File: config.mk
export PLATFORM = sky130hd
export DESIGN_NAME = dsp_mem_arbiter_flat
export DESIGN_NICKNAME = d
export VERILOG_FILES = /design/src/rtl/dsp_mem_arbiter_if.sv /design/src/rtl/dsp_mem_arbiter.sv /design/src/flat_wrapper.sv
export SDC_FILE = /design/constraint.sdc
export NUM_CORES = 1
export LEC_CHECK = 0
export ABC_AREA = 1
export BUFFER_PORTS_ARGS = -buffer_cell sky130_fd_sc_hd__buf_2
export CAP_MARGIN = 0
export CORE_MARGIN = 5
export CORE_UTILIZATION = 43
export DETAILED_ROUTE_END_ITERATION = 8
export GPL_ROUTABILITY_DRIVEN = 0
export GPL_TIMING_DRIVEN = 0
export HOLD_SLACK_MARGIN = 0.15
export PLACE_DENSITY = 0.87
export SLEW_MARGIN = 0
export SYNTH_ARGS = -nofsm -noshare
export SYNTH_HDL_FRONTEND = slang
export SYNTH_SLANG_ARGS = --single-unit
File: constraint.sdc
create_clock -name clk -period 4.8 [get_ports clk]
set_input_delay 0.72 -clock clk [delete_from_list [all_inputs] [get_ports clk]]
set_output_delay 0.72 -clock clk [all_outputs]
set_load 0.01 [all_outputs]
File: src/rtl/dsp_mem_arbiter_if.sv
// Requester and memory-port signal bundle for dsp_mem_arbiter.
// master = arbiter side, slave = requesters plus memory.
interface dsp_mem_arbiter_if #(
  parameter int ADDR_W = 32,
  parameter int DATA_W = 32
);
  logic [2:0]          req;
  logic [2:0]          we;
  logic [3*ADDR_W-1:0] addr;
  logic [3*DATA_W-1:0] wdata;
  logic [2:0]          gnt;
  logic [2:0]          done;
  logic [DATA_W-1:0]   rdata;
  logic                err;
  logic                busy;
  logic                mem_req;
  logic                mem_we;
  logic [ADDR_W-1:0]   mem_addr;
  logic [DATA_W-1:0]   mem_wdata;
  logic                mem_ready;
  logic                mem_rvalid;
  logic [DATA_W-1:0]   mem_rdata;

  modport master (
    input  req, we, addr, wdata, mem_ready, mem_rvalid, mem_rdata,
    output gnt, done, rdata, err, busy, mem_req, mem_we, mem_addr, mem_wdata
  );

  modport slave (
    output req, we, addr, wdata, mem_ready, mem_rvalid, mem_rdata,
    input  gnt, done, rdata, err, busy, mem_req, mem_we, mem_addr, mem_wdata
  );
endinterface

File: src/rtl/dsp_mem_arbiter.sv
// Three-requester round-robin arbiter with a single outstanding memory command.
// Define ARB_TIMEOUT_EN to abort transactions that exceed TIMEOUT_CYC cycles.
module dsp_mem_arbiter #(
  parameter int ADDR_W      = 32,
  parameter int DATA_W      = 32,
  parameter int TIMEOUT_CYC = 64
) (
  input  logic              clk,
  input  logic              rst,
  dsp_mem_arbiter_if.master bus
);
  typedef enum logic [1:0] {IDLE, ISSUE, WAIT_RESP} state_t;

  state_t            r_state, w_state_nxt;
  logic [1:0]        r_last, w_last_nxt, r_own, w_own_nxt;
  logic [1:0]        w_c1, w_c2, w_win;
  logic              w_any;
  logic              r_we, w_we_nxt;
  logic [ADDR_W-1:0] r_addr, w_addr_nxt;
  logic [DATA_W-1:0] r_wdata, w_wdata_nxt, r_rdata, w_rdata_nxt;
  logic [2:0]        r_gnt, w_gnt_nxt, r_done, w_done_nxt;
  logic              r_err, w_err_nxt;
  logic [ADDR_W-1:0] w_addr_a  [3];
  logic [DATA_W-1:0] w_wdata_a [3];

  for (genvar g = 0; g < 3; g++) begin : g_unpack
    assign w_addr_a[g]  = bus.addr[g*ADDR_W +: ADDR_W];
    assign w_wdata_a[g] = bus.wdata[g*DATA_W +: DATA_W];
  end

  // Scan order last+1, last+2, last: the previous winner has lowest priority.
  assign w_c1  = (r_last == 2'd2) ? 2'd0 : r_last + 2'd1;
  assign w_c2  = (w_c1 == 2'd2) ? 2'd0 : w_c1 + 2'd1;
  assign w_any = |bus.req;
  assign w_win = bus.req[w_c1] ? w_c1 : (bus.req[w_c2] ? w_c2 : r_last);

`ifdef ARB_TIMEOUT_EN
  localparam int CW = $clog2(TIMEOUT_CYC + 1);
  localparam logic [CW-1:0] TO_LAST = CW'(TIMEOUT_CYC - 1);
  logic [CW-1:0] r_cnt;

  always_ff @(posedge clk or posedge rst)
    if (rst)                  r_cnt <= '0;
    else if (r_state == IDLE) r_cnt <= '0;
    else                      r_cnt <= r_cnt + CW'(1);
`else
  logic [31:0] w_unused_to;
  assign w_unused_to = 32'(TIMEOUT_CYC);
`endif

  always_comb begin
    w_state_nxt = r_state;
    w_last_nxt  = r_last;
    w_own_nxt   = r_own;
    w_we_nxt    = r_we;
    w_addr_nxt  = r_addr;
    w_wdata_nxt = r_wdata;
    w_rdata_nxt = r_rdata;
    w_gnt_nxt   = '0;
    w_done_nxt  = '0;
    w_err_nxt   = 1'b0;
    case (r_state)
      IDLE: if (w_any) begin
        w_state_nxt = ISSUE;
        w_own_nxt   = w_win;
        w_last_nxt  = w_win;
        w_we_nxt    = bus.we[w_win];
        w_addr_nxt  = w_addr_a[w_win];
        w_wdata_nxt = w_wdata_a[w_win];
        w_gnt_nxt   = 3'b001 << w_win;
      end
      ISSUE: if (bus.mem_ready) begin
        if (r_we) begin
          w_state_nxt = IDLE;
          w_done_nxt  = 3'b001 << r_own;
        end else begin
          w_state_nxt = WAIT_RESP;
        end
      end
      WAIT_RESP: if (bus.mem_rvalid) begin
        w_state_nxt = IDLE;
        w_rdata_nxt = bus.mem_rdata;
        w_done_nxt  = 3'b001 << r_own;
      end
      default: w_state_nxt = IDLE;
    endcase
`ifdef ARB_TIMEOUT_EN
    // A normal completion on the last allowed cycle takes precedence.
    if (r_state != IDLE && w_done_nxt == 3'b000 && r_cnt == TO_LAST) begin
      w_state_nxt = IDLE;
      w_done_nxt  = 3'b001 << r_own;
      w_err_nxt   = 1'b1;
    end
`endif
  end

  always_ff @(posedge clk or posedge rst)
    if (rst) r_state <= IDLE;
    else     r_state <= w_state_nxt;

  always_ff @(posedge clk or posedge rst)
    if (rst) begin
      r_last  <= 2'd2;
      r_own   <= 2'd0;
      r_we    <= 1'b0;
      r_addr  <= '0;
      r_wdata <= '0;
      r_rdata <= '0;
      r_gnt   <= '0;
      r_done  <= '0;
      r_err   <= 1'b0;
    end else begin
      r_last  <= w_last_nxt;
      r_own   <= w_own_nxt;
      r_we    <= w_we_nxt;
      r_addr  <= w_addr_nxt;
      r_wdata <= w_wdata_nxt;
      r_rdata <= w_rdata_nxt;
      r_gnt   <= w_gnt_nxt;
      r_done  <= w_done_nxt;
      r_err   <= w_err_nxt;
    end

  assign bus.gnt       = r_gnt;
  assign bus.done      = r_done;
  assign bus.err       = r_err;
  assign bus.rdata     = r_rdata;
  assign bus.busy      = (r_state != IDLE);
  assign bus.mem_req   = (r_state == ISSUE);
  assign bus.mem_we    = (r_state == ISSUE) & r_we;
  assign bus.mem_addr  = (r_state == ISSUE) ? r_addr  : '0;
  assign bus.mem_wdata = (r_state == ISSUE) ? r_wdata : '0;
endmodule
File: src/flat_wrapper.sv
// flat-port wrapper written by rule: the top's interface ports become plain ports
module dsp_mem_arbiter_flat 
#(
  parameter int ADDR_W      = 32,
  parameter int DATA_W      = 32,
  parameter int TIMEOUT_CYC = 64
)
  (clk, rst, bus_req, bus_we, bus_addr, bus_wdata, bus_mem_ready, bus_mem_rvalid, bus_mem_rdata, bus_gnt, bus_done, bus_rdata, bus_err, bus_busy, bus_mem_req, bus_mem_we, bus_mem_addr, bus_mem_wdata);
  dsp_mem_arbiter_if #(.ADDR_W(ADDR_W), .DATA_W(DATA_W)) bus_i ();
  input  logic clk;
  input  logic rst;
  input wire logic [$bits(bus_i.req)-1:0] bus_req;
  input wire logic [$bits(bus_i.we)-1:0] bus_we;
  input wire logic [$bits(bus_i.addr)-1:0] bus_addr;
  input wire logic [$bits(bus_i.wdata)-1:0] bus_wdata;
  input wire logic [$bits(bus_i.mem_ready)-1:0] bus_mem_ready;
  input wire logic [$bits(bus_i.mem_rvalid)-1:0] bus_mem_rvalid;
  input wire logic [$bits(bus_i.mem_rdata)-1:0] bus_mem_rdata;
  output wire logic [$bits(bus_i.gnt)-1:0] bus_gnt;
  output wire logic [$bits(bus_i.done)-1:0] bus_done;
  output wire logic [$bits(bus_i.rdata)-1:0] bus_rdata;
  output wire logic [$bits(bus_i.err)-1:0] bus_err;
  output wire logic [$bits(bus_i.busy)-1:0] bus_busy;
  output wire logic [$bits(bus_i.mem_req)-1:0] bus_mem_req;
  output wire logic [$bits(bus_i.mem_we)-1:0] bus_mem_we;
  output wire logic [$bits(bus_i.mem_addr)-1:0] bus_mem_addr;
  output wire logic [$bits(bus_i.mem_wdata)-1:0] bus_mem_wdata;
  assign bus_i.req = bus_req;
  assign bus_i.we = bus_we;
  assign bus_i.addr = bus_addr;
  assign bus_i.wdata = bus_wdata;
  assign bus_i.mem_ready = bus_mem_ready;
  assign bus_i.mem_rvalid = bus_mem_rvalid;
  assign bus_i.mem_rdata = bus_mem_rdata;
  assign bus_gnt = bus_i.gnt;
  assign bus_done = bus_i.done;
  assign bus_rdata = bus_i.rdata;
  assign bus_err = bus_i.err;
  assign bus_busy = bus_i.busy;
  assign bus_mem_req = bus_i.mem_req;
  assign bus_mem_we = bus_i.mem_we;
  assign bus_mem_addr = bus_i.mem_addr;
  assign bus_mem_wdata = bus_i.mem_wdata;
  dsp_mem_arbiter #(.ADDR_W(ADDR_W), .DATA_W(DATA_W), .TIMEOUT_CYC(TIMEOUT_CYC)) u_core (.clk(clk), .rst(rst), .bus(bus_i));
endmodule
Word level (Yosys, flattened, before mapping)
Cells that the tools add are included.

cells by class
  shift-type cells = 2
  reductions and logical operators = 6
  equality and inequality tests = 7
  add/sub/neg operators = 2
  mux-type cells = 29
  order comparisons = 4
  bitwise gates (word level) = 2
  multipliers = 0
  divide/modulo/power cells = 0

operators by type and width
  operator                                                    number
  2-to-1 mux 32 bit                                           6
  binary-select mux 32 bit (select 2 bit)                     2
  2-to-1 mux 2 bit                                            8
  2-to-1 mux 3 bit                                            5
  less-than comparator 2 x 3 -> 1 bit, second input constant  3
  binary-select mux 1 bit (select 2 bit)                      3
  == test 2 bit, second input constant                        3
  one-hot mux 2 bit (3 select lines)                          1
  one-hot mux 3 bit (2 select lines)                          1
  << shifter 1 x 2 -> 3 bit, first input constant             2
  adder 2 x 1 -> 2 bit, second input constant                 2
  inequality test 2 bit, second input constant                2
  AND reduction 2 bit                                         2
  greater-or-equal comparator 3 bit, second input constant    1
  2-to-1 mux 1 bit                                            3
  inverter 2 -> 3 bit                                         1
  AND reduction 3 bit                                         1
  OR reduction 3 bit                                          1
  == test 2 x 1 -> 1 bit, second input constant               1
  logical NOT 2 bit                                           1
  inequality test 2 x 1 -> 1 bit, second input constant       1
  nonzero test 2 bit                                          1
  AND 1 bit                                                   1

storage, ports and cells
  memory bits (writable) = 0
  memories = 0
  ROM bits = 0
  register bits after elaboration = 109
  input bits = 234
  latch bits = 0

Depth between registers and ports, before layout
  depth after elaboration = 12
  depth in mapped cells = 12
  gate-level depth less buffers = 10

Least setup slack after synthesis
No wires, ideal clock.

  path kind = reg-to-output
  start = reg u_core.r_state[1]
  end = out bus_mem_addr[0]
  buffers on the path = 2
  arrival time = 1410 ps
  setup slack = 2670 ps
  required time = 4080 ps
  stages on the path, launching flop included = 7
  path through = dfrtp_1 > inv_1 > ha_1 > clkbuf_1 > clkbuf_1 > nand2_1 > inv_1

on the way
  word-level cells in the longest chain between the ends = 2

RTL lines
  element                 line                    source
  from (decl)             dsp_mem_arbiter.sv:14   state_t r_state, w_state_nxt;
  from (signal assigned)  dsp_mem_arbiter.sv:99   else r_state <= w_state_nxt;
  == test 2 x 1 -> 1 bit  -
  net bus_mem_req         flat_wrapper.sv:24      output wire logic [$bits(bus_i.mem_req)-1:0] bus_mem_req;
  2-to-1 mux 32 bit       dsp_mem_arbiter.sv:131  assign bus.mem_addr = (r_state == ISSUE) ? r_addr : '0;
  to (decl)               flat_wrapper.sv:26      output wire logic [$bits(bus_i.mem_addr)-1:0] bus_mem_addr;

The timed path passes the listed nets, and every way through them passes these cells.

Worst setup path after layout
  start = reg u_core.r_state[1]
  end = out bus_mem_addr[5]

on the way
  word-level cells in the longest chain between the ends = 2

RTL lines
  element                 line
  == test 2 x 1 -> 1 bit  dsp_mem_arbiter.sv:131
  2-to-1 mux 32 bit       dsp_mem_arbiter.sv:131

No other way between the ends.

==> impl_results.md <==
* Tmin final at 3.33 ns
* Clock Skews at 0.00958 ns
* First-pass GRT wire length at 37.3 mm
* FP Rows at 45
* Rel. slew slack at 0.475
* Final core occ at 0.590
* Placed Cells at 1522
* I/O pins at 340
* WL/cell at 15.9 um
* Fillers at 1428
* Area Overhead vs Synth at 34.3%
* R2R Setup Slk at 2.50 ns
* Cell Area, Synth at 0.00670 mm^2
* Slew Limit Fails at 0
* CTS buffer count at 9
* Post-synth net total at 1209
* Status: finished, final reports clean
* Reg-to-Reg Start: u_core.r_state[0]
* CTS sink count at 108
* Max Cap Violations at 0
* Vias in the first global route at 7641
* Vias per inst at 5.08
* Routed Antenna Nets at 0
* Worst Path Required at 4.08 ns
* Root buf cell: clkbuf_16
* DRC at 0
* Worst Path Arrival at 2.61 ns
* Starting Density at 0.439
* Die X at 135 um
* Period utilisation layout at 0.694
* DP HPWL at 19.5 mm
* Avg Cell Area, Syn at 6.89 um^2
* Max Freq at 300 MHz
* Post-Route WL at 24.5 mm
* CP Launch Point: u_core.r_state[1]
* Multi-input gate area in the final layout at 0.00318 mm^2
* Hold Fails Final Rpt at 0
* Worst Path Max Fanout at 10
* Worst r2r dst: u_core.r_own[0]
* Post-synth EDFFs at 0
* Ys async rst share at 1.00
* H-Tree Depth at 3
* Post-CTS sizing at 0
* Worst vdd ir at 0.311 mV
* Post-Syn Instances at 972
* Synth top area cells: dfrtp_1 (40%), nand2_1 (13%), nor2_1 (11%)
* Port bufs at 338
* Clock tree buffer depth at 2
* Initial antenna violation count at 3
* Non-Filler Instances at 1538
* Most frequent cells after synthesis: nand2_1 (231), nor2_1 (199), inv_1 (121)
* Cells on worst reg2reg path at 9
* Pwr Density at 698 mW/mm^2
* Final worst slack at 1.47 ns
* Post-CTS Hold Buffers at 0
* Pleak at 5.42 nW
* Die area at 0.0182 mm^2
* Skew-Pair Late Insertion Delay at 0.36 ns
* Count leader, synth: nand2_1
* Distinct cells, synth at 28
* Synth area leader: dfrtp_1
* #FFs+latches synth at 108
* Iter 0 DRT Violations at 532
* Tightest Hold Check Type: input pin to asynchronous set/reset pin
* Top_reg_cell synth: dfrtp_1
* Critical Path Sink: bus_mem_addr[5]
* Dpl ws at 1.85 ns
* Critical path type: register to primary output
* Die height at 135 um
* GR Util All Layers at 0.259
* Unrepaired setup endpoints after global routing: no
* Sequential area share after synthesis at 0.404
* Reg area at 0.00270 mm^2
* Critical Path End Type: primary output
* Initial DRT Pass Iterations at 6
* Area of the core at 0.0153 mm^2
* Setup Fix Bufs, Post-CTS at 0
* Slew of the pin with the lowest slew margin at 0.787 ns
* # setup viols final at 0
* CP startpoint kind: register
* CTS tree: yes
* Pin count of the biggest net entering global routing at 59
* Synth warn at 0
* Clock Pin Slew Worst Setup and Hold Paths at 0.09 ns
* Total number of vias at 7810
* Grt ovf at 0
* N_diodes at 0
* Final #Nets at 1559
* Yosys top cell area share at 0.400
* Layout cells sized above 1 at 0.328
[critical path, stage by stage (launching register included)]
cell and delay [ns]:
dfrtp_1 0.40, inv_1 0.08, ha_1 0.22, clkbuf_1 0.62, clkbuf_1 0.52, nand2_1 0.13
inv_1 0.12, buf_2 0.14
[flip-flops by register name, summed over array words and instances (netlist names)]
register / count
u_core.r_wdata: 32
u_core.bus.done: 3
u_core.r_last: 1
u_core.r_state: 2
u_core.r_own: 2
u_core.bus.gnt: 3
u_core.r_addr: 32
u_core.r_we: 1
u_core.bus.rdata: 32
[logic make-up after synthesis]
logic type	Yosys count	synth area share
AO/OA/AOI/OAI	9	0.00822
adder cells (fa/ha/maj)	3	0.00560
flip-flops	108	0.404
other	1	0.000560
AND/OR/NAND/NOR	619	0.406
buffers and inverters	200	0.122
multiplexers	32	0.0538
[layer usage]
layer,part of all wire,wire length (um),GRT usage
met5,0.0011,28,0
met4,0.030,733,0.105
met3,0.088,2150,0.0529
met2,0.50,12300,0.467
met1,0.38,9310,0.300
[final cells by class]
cell class | instances | share of cell area
Buffer | 78 | 0.0402
Clock buffer | 9 | 0.0250
Clock inverter | 7 | 0.00960
Inverter | 122 | 0.0512
Multi-Input combinational cell | 664 | 0.353
Sequential cell | 108 | 0.301
Tap cell | 211 | 0.0293
Timing Repair Buffer | 339 | 0.191
[power by group]
part / internal, mW / switching, mW
Sequential: 1.37 / 0.228
Combinational: 1.38 / 2.52
Clock: 0.378 / 0.399
Total: 3.13 / 3.15
[cell usage in the layout, fill, tap and decap left out, types with 2 or more instances in the layout]
| cell | synthesis | layout |
|---|---|---|
| buf_2 | 31 | 369 |
| inv_8 | 0 | 4 |
| inv_1 | 121 | 120 |
| nor3_1 | 2 | 2 |
| clkbuf_16 | 0 | 9 |
| nand2_2 | 2 | 2 |
| buf_1 | 9 | 9 |
| dfrtp_1 | 107 | 107 |
| clkinv_8 | 0 | 2 |
| nand4_1 | 111 | 111 |
| nor4_1 | 3 | 3 |
| ha_1 | 3 | 3 |
| nand3_1 | 67 | 67 |
| mux2_2 | 32 | 32 |
| buf_4 | 8 | 8 |
| a21oi_1 | 2 | 2 |
| nor2_1 | 199 | 199 |
| o21ai_0 | 3 | 3 |
| clkbuf_1 | 30 | 30 |
| nand2_1 | 231 | 231 |
[metrics by stage]
step	area [um^2]	total power, mW	TNS (ns)	hold WS [ns]
2_1_floorplan	6700	4.16	0	0.432
3_3_place_gp	8650	5.39	-5.10	0.446
3_5_place_dp	8680	5.53	0	0.458
4_1_cts	9000	6.31	0	0.467
5_1_grt	9000	6.83	0	0.501
6_report	9000	6.28	0	0.469
[how the worst min path moves through the flow]
stage                                from                 end  slack [ns]  cells after the start
after floorplan           u_core.r_own[1]  u_core.bus.done[0]        0.43                      1
after global placement    u_core.r_own[1]  u_core.bus.done[0]        0.45                      1
after detailed placement  u_core.r_own[1]  u_core.bus.done[1]        0.46                      1
after CTS                 u_core.r_own[1]  u_core.bus.done[1]        0.47                      1
after global routing      u_core.r_own[1]  u_core.bus.done[1]        0.50                      1
final                                 rst    u_core.r_addr[2]        0.47                      2
Note: power is estimated with default switching activity, not from simulation.
